**config.mk**
```make
export PLATFORM = sky130hd
export DESIGN_NAME = seq_serializer_flat
export DESIGN_NICKNAME = d
export VERILOG_FILES = /design/src/rtl/seq_serializer_if.sv /design/src/rtl/seq_serializer.sv /design/src/flat_wrapper.sv
export SDC_FILE = /design/constraint.sdc
export NUM_CORES = 1
export LEC_CHECK = 0
export ABC_AREA = 1
export CORE_AREA = 2 2 49 51
export CTS_CLUSTER_SIZE = 8
export DETAILED_ROUTE_END_ITERATION = 8
export DIE_AREA = 0 0 51 53
export PLACE_DENSITY = 0.77
export SLEW_MARGIN = 20
export SYNTH_ARGS = -nofsm -noshare
export SYNTH_HDL_FRONTEND = slang
export SYNTH_SLANG_ARGS = --single-unit
```
**constraint.sdc**
```tcl
create_clock -name clk -period 1.3 [get_ports clk]
set_input_delay 0.195 -clock clk [delete_from_list [all_inputs] [get_ports clk]]
set_output_delay 0.195 -clock clk [all_outputs]
set_load 0.01 [all_outputs]
```
**src/rtl/seq_serializer_if.sv**
```systemverilog
// Parallel-word handshake and serial bit stream between a word source and seq_serializer.
// master = word source / bit consumer, slave = serializer.
interface seq_serializer_if #(
  parameter int W = 8
);
  logic [W-1:0] in_data;
  logic         in_valid;
  logic         in_ready;
  logic         X;
  logic         bit_valid;
  logic [3:0]   bit_idx;
  logic         word_done;

  modport master (
    output in_data,
    output in_valid,
    input  in_ready,
    input  X,
    input  bit_valid,
    input  bit_idx,
    input  word_done
  );

  modport slave (
    input  in_data,
    input  in_valid,
    output in_ready,
    output X,
    output bit_valid,
    output bit_idx,
    output word_done
  );
endinterface

```
**src/rtl/seq_serializer.sv**
```systemverilog
// Serializes W-bit words onto X one bit per clock; first bit one cycle after accept.
// in_ready is high only in IDLE or on a word's last bit, so back-to-back words leave no gap.
module seq_serializer #(
  parameter int W          = 8,
  parameter bit MSB_FIRST  = 1'b1,
  parameter bit IDLE_LEVEL = 1'b1
) (
  input  logic             clk,
  input  logic             reset,
  seq_serializer_if.slave  bus
);

  typedef enum logic {
    IDLE,
    SHIFT
  } state_e;

  localparam logic [3:0] LAST_IDX = 4'(W - 1);

  state_e         state_q;
  logic [W-1:0]   shreg_q;
  logic [3:0]     idx_q;
  logic           x_q;
  logic           vld_q;
  logic           done_q;
  logic           rdy_q;

  logic           accept;
  logic           last_bit;
  logic [W-1:0]   shreg_shift_d;
  logic [3:0]     idx_inc_d;

  function automatic logic head_bit(input logic [W-1:0] w);
    return MSB_FIRST ? w[W-1] : w[0];
  endfunction

  // in_data is only looked at when accept is true, so X/Z on an idle bus never reaches X
  assign accept   = bus.in_valid && rdy_q;
  assign last_bit = (state_q == SHIFT) && (idx_q == LAST_IDX);

  always_comb begin
    shreg_shift_d = '0;
    if (MSB_FIRST) begin
      shreg_shift_d = {shreg_q[W-2:0], 1'b0};
    end else begin
      shreg_shift_d = {1'b0, shreg_q[W-1:1]};
    end
    idx_inc_d = idx_q + 4'd1;
  end

  always_ff @(posedge clk) begin
    if (reset) begin
      state_q <= IDLE;
      shreg_q <= '0;
      idx_q   <= 4'd0;
      x_q     <= IDLE_LEVEL;
      vld_q   <= 1'b0;
      done_q  <= 1'b0;
      rdy_q   <= 1'b1;
    end else begin
      case (state_q)
        IDLE: begin
          if (accept) begin
            state_q <= SHIFT;
            shreg_q <= bus.in_data;
            idx_q   <= 4'd0;
            x_q     <= head_bit(bus.in_data);
            vld_q   <= 1'b1;
            done_q  <= 1'b0;
            rdy_q   <= 1'b0;
          end
        end
        SHIFT: begin
          if (last_bit && accept) begin
            // Reload on the last bit: the new word's first bit follows with no gap
            shreg_q <= bus.in_data;
            idx_q   <= 4'd0;
            x_q     <= head_bit(bus.in_data);
            vld_q   <= 1'b1;
            done_q  <= 1'b0;
            rdy_q   <= 1'b0;
          end else if (last_bit) begin
            state_q <= IDLE;
            shreg_q <= '0;
            idx_q   <= 4'd0;
            x_q     <= IDLE_LEVEL;
            vld_q   <= 1'b0;
            done_q  <= 1'b0;
            rdy_q   <= 1'b1;
          end else begin
            shreg_q <= shreg_shift_d;
            idx_q   <= idx_inc_d;
            x_q     <= head_bit(shreg_shift_d);
            vld_q   <= 1'b1;
            done_q  <= (idx_inc_d == LAST_IDX);
            rdy_q   <= (idx_inc_d == LAST_IDX);
          end
        end
      endcase
    end
  end

  assign bus.X         = x_q;
  assign bus.bit_valid = vld_q;
  assign bus.bit_idx   = idx_q;
  assign bus.word_done = done_q;
  assign bus.in_ready  = rdy_q;

endmodule

```
**src/flat_wrapper.sv**
```systemverilog
// flat-port wrapper written by rule: the top's interface ports become plain ports
module seq_serializer_flat 
#(
  parameter int W          = 8,
  parameter bit MSB_FIRST  = 1'b1,
  parameter bit IDLE_LEVEL = 1'b1
)
  (clk, reset, bus_in_data, bus_in_valid, bus_in_ready, bus_X, bus_bit_valid, bus_bit_idx, bus_word_done);
  seq_serializer_if #(.W(W)) bus_i ();
  input  logic clk;
  input  logic reset;
  input wire logic [$bits(bus_i.in_data)-1:0] bus_in_data;
  input wire logic [$bits(bus_i.in_valid)-1:0] bus_in_valid;
  output wire logic [$bits(bus_i.in_ready)-1:0] bus_in_ready;
  output wire logic [$bits(bus_i.X)-1:0] bus_X;
  output wire logic [$bits(bus_i.bit_valid)-1:0] bus_bit_valid;
  output wire logic [$bits(bus_i.bit_idx)-1:0] bus_bit_idx;
  output wire logic [$bits(bus_i.word_done)-1:0] bus_word_done;
  assign bus_i.in_data = bus_in_data;
  assign bus_i.in_valid = bus_in_valid;
  assign bus_in_ready = bus_i.in_ready;
  assign bus_X = bus_i.X;
  assign bus_bit_valid = bus_i.bit_valid;
  assign bus_bit_idx = bus_i.bit_idx;
  assign bus_word_done = bus_i.word_done;
  seq_serializer #(.W(W), .MSB_FIRST(MSB_FIRST), .IDLE_LEVEL(IDLE_LEVEL)) u_core (.clk(clk), .reset(reset), .bus(bus_i));
endmodule
```
==> results of run 1 <==
path summary, 6_finish.rpt:
kind                               from                    end  slack, ns  cells after the start
setup / recovery  u_core.bus.bit_idx[0]  u_core.bus.bit_idx[1]       0.10                      5
hold / removal           bus_in_data[0]      u_core.shreg_q[0]       0.45                      3
setup reg to reg  u_core.bus.bit_idx[0]  u_core.bus.bit_idx[1]       0.10                      5
hold reg to reg    u_core.bus.word_done   u_core.bus.word_done       0.47                      2
power groups by stage:
stage	Clock [W]	Combinational [W]	Sequential [W]
floorplan	0	0.000138	0.000570
global placement	0	0.000253	0.000567
detailed placement	0	0.000262	0.000569
CTS	0.000337	0.000252	0.000557
global route	0.000360	0.000278	0.000561
finish	0.000339	0.000249	0.000557
cells by family (layout without fill, tap and decap cells):
kind of cell,Yosys count,count (layout),synth area share (%)
fa+ha+maj,2,2,2.90
compound gates,21,21,14.5
simple gates,60,60,34.6
buf+inv,23,51,10.9
flops,16,16,37.1
metrics by stage:
stage                     worst slack (ns)  hold slack [ns]  total power, W  instances  area [um^2]
after floorplan                     0.0447            0.331        0.000708        122          876
after global placement             -0.0396            0.452        0.000820        174         1150
after detailed placement           -0.0482            0.458        0.000830        174         1150
after CTS                           0.0750            0.447         0.00115        178         1180
after global routing                0.0139            0.458         0.00120        178         1180
final                                0.101            0.445         0.00115        178         1180
repair_timing:
action / 4_1_cts / 5_1_grt
hold buffers: 0 / 0
gates cloned: 0 / 0
resized for setup: 12 / 1
endpoints found under the setup margin: 11 / 1
synthesized netlist by cell type:
cell      count
nand2_1      33
dfxtp_1      16
inv_1        16
nand3_1      12
a21oi_1       9
nand2_2       6
a21oi_2       5
o21ai_0       4
clkinv_1      3
ha_1          2
inv_2         2
nand2_4       2
nand4_1       2
nor2_1        2
o21ai_1       2
a31oi_1       1
buf_6         1
clkbuf_1      1
nand3_4       1
nor2_4        1
or2_0         1
worst max-delay path, cell delays in order, from the launching register on:
cell	delay (ns)
dfxtp_4	0.38
ha_4	0.18
nand3_4	0.13
nand2_1	0.11
or2_0	0.20
a21oi_1	0.13
area by class of cell:
class                           instances  area, um^2
Timing Repair Buffer                   26         243
Sequential cell                        16         328
Tap cell                               28        35.0
Multi-Input combinational cell         83         462
Clock buffer                            4        36.3
Inverter                               21        78.8
Fill cell                             212         966
metal layers:
layer	global-route usage [%]	routed length, um	up-vias
met2	27.1	933	20
met1	19.8	814	363
met3	0.847	55	6
met4	10.8	62	0
met5	0	0	-
li1	-	-	443
registers in the layout (all words and copies together) (netlist names):
signal                flops
u_core.bus.word_done      1
u_core.bus.X              1
u_core.bus.bit_valid      1
u_core.state_q            1
u_core.shreg_q            7
u_core.bus.bit_idx        4
u_core.bus.in_ready       1
==> qor.csv, run 1 <==
metric;value;unit
outcome;finished clean;
maxCapViolCount;0;
portBuffers;18;
clkTransAtPathRegs;0.10;ns
hp-class;in2reg;
synth_nets;135;
drtAntennaViolNets;0;
die_w;51;um
grt_pass1_vias;742;
max_slew_margin;82.6;%
crit_type;reg2reg;
cts.sinks;16;
die_y;53;um
cts_tree;done;
rows;17;
yosysTopAreaCell;dfxtp_1;
cts_buffers;3;
drc;0;
h-tree-depth;1;
p_comb_share;21.8;%
grt-ovfl-total;0;
end_kind;flip-flop;
clkPwrFrac;29.6;%
post-dp-hpwl;1490;um
critPathRequiredTime;1.53;ns
yosysSeqAreaShare;37.1;%
die_area;2700;um^2
cp_max_fo;9;
ir_drop;0.572;mV
tns;0;ns
yosysWarningCount;0;
drive_above_1_share;22.7;%
final_nets;164;
avgSynthCellArea;7.08;um^2
syn_inst;122;
tightestPinTransition;0.260;ns
cp.arrival;1.43;ns
final_common_cell;nand2_1;
grt_use_total;16.1;%
yosys_register_bits;16;
max_freq;834;MHz
syn_area;863;um^2
finalClockSkew;0.00597;ns
setup_viol;0;
vias;832;
hold_viol;0;
final_cell_mix;33 x nand2_1, 16 x inv_1, 12 x nand3_1, 12 x dfxtp_1, 10 x clkdlybuf4s50_1;
pwr_density_cell;968;nW/um^2
via_per_inst;4.67;
utilization;55.0;%
io_pins;19;
post-cts-setup-buffer-count;0;
p_int;0.000817;W
wl;1870;um
antenna_found_initial;0;
power.switching;0.000328;W
synth_top_area_share;37.1;%
clkLatencyLatePin;0.30;ns
p_seq_share;48.6;%
syn_to_final_growth;37.0;%
synth.area.top_cells;dfxtp_1 37%, nand2_1 14%, nand3_1 7.0%, inv_1 7.0%, a21oi_1 5.2%;
drt-initial-drc-count;16;
min_period;1.20;ns
routedWlPerCell;10.5;um
final_max_slew_viol_count;0;
p_leak;0.558;nW
swShare;28.7;%
critPathLaunchType;flip-flop;
initial_core_util;40.2;%
grt_pass1_wl;3200;um
cts_root_buf;clkbuf_4;
drtPass1Iterations;4;
place.gp.congestion;0.776;
grt_max_degree;10;
clockBufferDepth;2;
synth_cell_types;21;
finalCritPeriodShare;92.3;%
coreArea;2150;um^2
rsz0062_at_grt;no;
n_antenna_cell;0;
Power figures use the tool's default switching activity.
==> inputs of run 2 (changes only) <==
--- a/config.mk
+++ b/config.mk
@@ -10,7 +10,8 @@
 export CTS_CLUSTER_SIZE = 8
 export DETAILED_ROUTE_END_ITERATION = 8
 export DIE_AREA = 0 0 51 53
-export PLACE_DENSITY = 0.77
+export MAX_ROUTING_LAYER = met4
+export PLACE_DENSITY = 0.75
 export SLEW_MARGIN = 20
 export SYNTH_ARGS = -nofsm -noshare
 export SYNTH_HDL_FRONTEND = slang
==> constraint.sdc (replaced) <==
create_clock -name clk -period 1.5 [get_ports clk]
set_input_delay 0.225 -clock clk [delete_from_list [all_inputs] [get_ports clk]]
set_output_delay 0.225 -clock clk [all_outputs]
set_load 0.01 [all_outputs]
==> qor.csv, run 2 (same netlist as run 1, synthesis figures left out) <==
metric;value;unit;change
post-cts-setup-buffer-count;0;;unchanged
hp-class;reg2reg;;was in2reg
hold_viol;0;;unchanged
routedWlPerCell;10.2;um;was 10.5 um
ir_drop;0.417;mV;was 0.572 mV
cts_buffers;3;;unchanged
drtAntennaViolNets;0;;unchanged
setup_viol;0;;unchanged
die_area;2700;um^2;unchanged
n_antenna_cell;0;;unchanged
final_common_cell;nand2_1;;unchanged
largest_reg_flops;7;;unchanged
final_cell_mix;33 x nand2_1, 17 x clkdlybuf4s50_1, 16 x inv_1;;was 33 x nand2_1, 16 x inv_1, 12 x nand3_1, 12 x dfxtp_1, 10 x clkdlybuf4s50_1
min_period;1.45;ns;
finalCritPeriodShare;96.7;%;
slowest_delay;0.55;ns;was 0.38 ns
via_per_inst;4.76;;was 4.67
grt_pass1_vias;733;;was 742
initial_core_util;40.2;%;unchanged
antenna_found_initial;0;;unchanged
rows;17;;unchanged
clockBufferDepth;2;;unchanged
grt-ovfl-total;0;;unchanged
outcome;finished clean;;unchanged
p_leak;0.516;nW;was 0.558 nW
fillCellCount;212;;unchanged
crit_type;reg2out;;was reg2reg
final_nets;162;;was 164
critPathLaunchType;flip-flop;;unchanged
grt_pass1_wl;2980;um;was 3200 um
cts.sinks;16;;unchanged
syn_to_final_growth;31.0;%;was 37.0%
io_pins;19;;unchanged
cp.arrival;1.23;ns;was 1.43 ns
die_w;51;um;unchanged
clkTransAtPathRegs;0.09;ns;was 0.10 ns
grt_max_degree;10;;unchanged
tns;0;ns;unchanged
top_register;u_core.shreg_q;;unchanged
finalClockSkew;0.00232;ns;was 0.00597 ns
grt_use_total;15.2;%;was 16.1%
end_kind;output port;;was flip-flop
post-dp-hpwl;1370;um;was 1490 um
place.gp.congestion;0.871;;was 0.776
wl;1780;um;was 1870 um
drc;0;;unchanged
max_freq;690;MHz;
cp_cell_sequence;clkdlybuf4s50_1;;was ha_4, nand3_4, nand2_1, or2_0, a21oi_1
vias;833;;was 832
drive_above_1_share;18.4;%;was 22.7%
cts_tree;done;;unchanged
clkLatencyLatePin;0.29;ns;was 0.30 ns
tightestPinTransition;0.256;ns;was 0.260 ns
maxCapViolCount;0;;unchanged
cts_root_buf;clkbuf_4;;unchanged
design_area;1130;um^2;was 1180 um^2
drtPass1Iterations;4;;unchanged
h-tree-depth;1;;unchanged
cp_num_buf_inv;1;;was 0
cp_max_fo;4;;was 9
die_y;53;um;unchanged
coreArea;2150;um^2;unchanged
path_delay_family;buffers and inverters;;was simple AND/OR/NAND/NOR gates
rsz0062_at_grt;no;;unchanged
max_slew_margin;82.9;%;was 82.6%
place_area;1110;um^2;was 1150 um^2
slowest_stage;clkdlybuf4s50_1;;was dfxtp_4
critPathRequiredTime;1.27;ns;was 1.53 ns
portBuffers;18;;unchanged
final_max_slew_viol_count;0;;unchanged
pwr_density_cell;813;nW/um^2;was 968 nW/um^2
drt-initial-drc-count;12;;was 16
[run 2: per-layer routing]
layer	global-route usage [%]	share of wire (%)	vias up
met5	-	0	-
met4	9.46	2.8	0
met3	2.54	4.5	5
met2	24.5	48	21
met1	17.7	45	371
li1	-	-	436
[run 2: worst reg2reg max path, cell delays in order, from the launching register on]
cell and delay (ns):
dfxtp_2 0.38, ha_1 0.30, nand2_4 0.09, nor2_4 0.14, nand2_2 0.08, nand2_4 0.10
inv_1 0.04, nand2_1 0.05, nand2_1 0.04
[run 2: area by class of cell]
type | instances | area (um^2) | share of cell area (%)
timing repair buffer | 24 | 224 | 19.8
clock buffer | 3 | 22.5 | 1.99
tap | 28 | 35.0 | 3.10
multi-input combinational | 83 | 449 | 39.7
sequential | 16 | 322 | 28.4
inverter | 21 | 78.8 | 6.97
[run 2: stage by stage]
step	hold WS (ns)	power [W]	worst slack (ns)	cells	util (%)
3_3_place_gp	0.454	0.000693	0.0846	172	51.6
6_report	0.473	0.000920	0.0499	175	52.7
4_1_cts	0.472	0.000919	0.00130	175	52.6
2_1_floorplan	0.361	0.000612	0.158	122	-
3_5_place_dp	0.459	0.000699	0.0354	172	51.6
5_1_grt	0.488	0.000972	0.00300	175	52.7
[run 2: path summary, 6_finish.rpt]
check	cells past startpoint	slack (ns)	from	endpoint
setup / recovery	1	0.05	u_core.bus.bit_idx[3]	bus_bit_idx[3]
hold / removal	2	0.47	u_core.shreg_q[0]	u_core.shreg_q[0]
setup reg to reg	8	0.17	u_core.bus.bit_idx[0]	u_core.bus.in_ready
hold reg to reg	2	0.47	u_core.shreg_q[0]	u_core.shreg_q[0]
[run 2: power by group]
part / total (W) / internal, W / switching [W]
registers: 0.000480 / 0.000458 / 0.0000223
logic: 0.000208 / 0.0000974 / 0.000111
clock network: 0.000231 / 0.0000935 / 0.000138
[run 2: repair_timing]
item,4_1_cts,5_1_grt
resized for setup,1,1
hold buffers,0,0
setup endpoints to repair,1,1
==> inputs of run 3 (changes only) <==
--- a/config.mk
+++ b/config.mk
@@ -12,7 +12,7 @@
 export DIE_AREA = 0 0 51 53
 export MAX_ROUTING_LAYER = met4
 export PLACE_DENSITY = 0.75
-export SLEW_MARGIN = 20
+export SLEW_MARGIN = 10
 export SYNTH_ARGS = -nofsm -noshare
 export SYNTH_HDL_FRONTEND = slang
 export SYNTH_SLANG_ARGS = --single-unit
==> results of run 3 <==
Same layout as run 2: the final DEF is identical, and so are final timing and power.
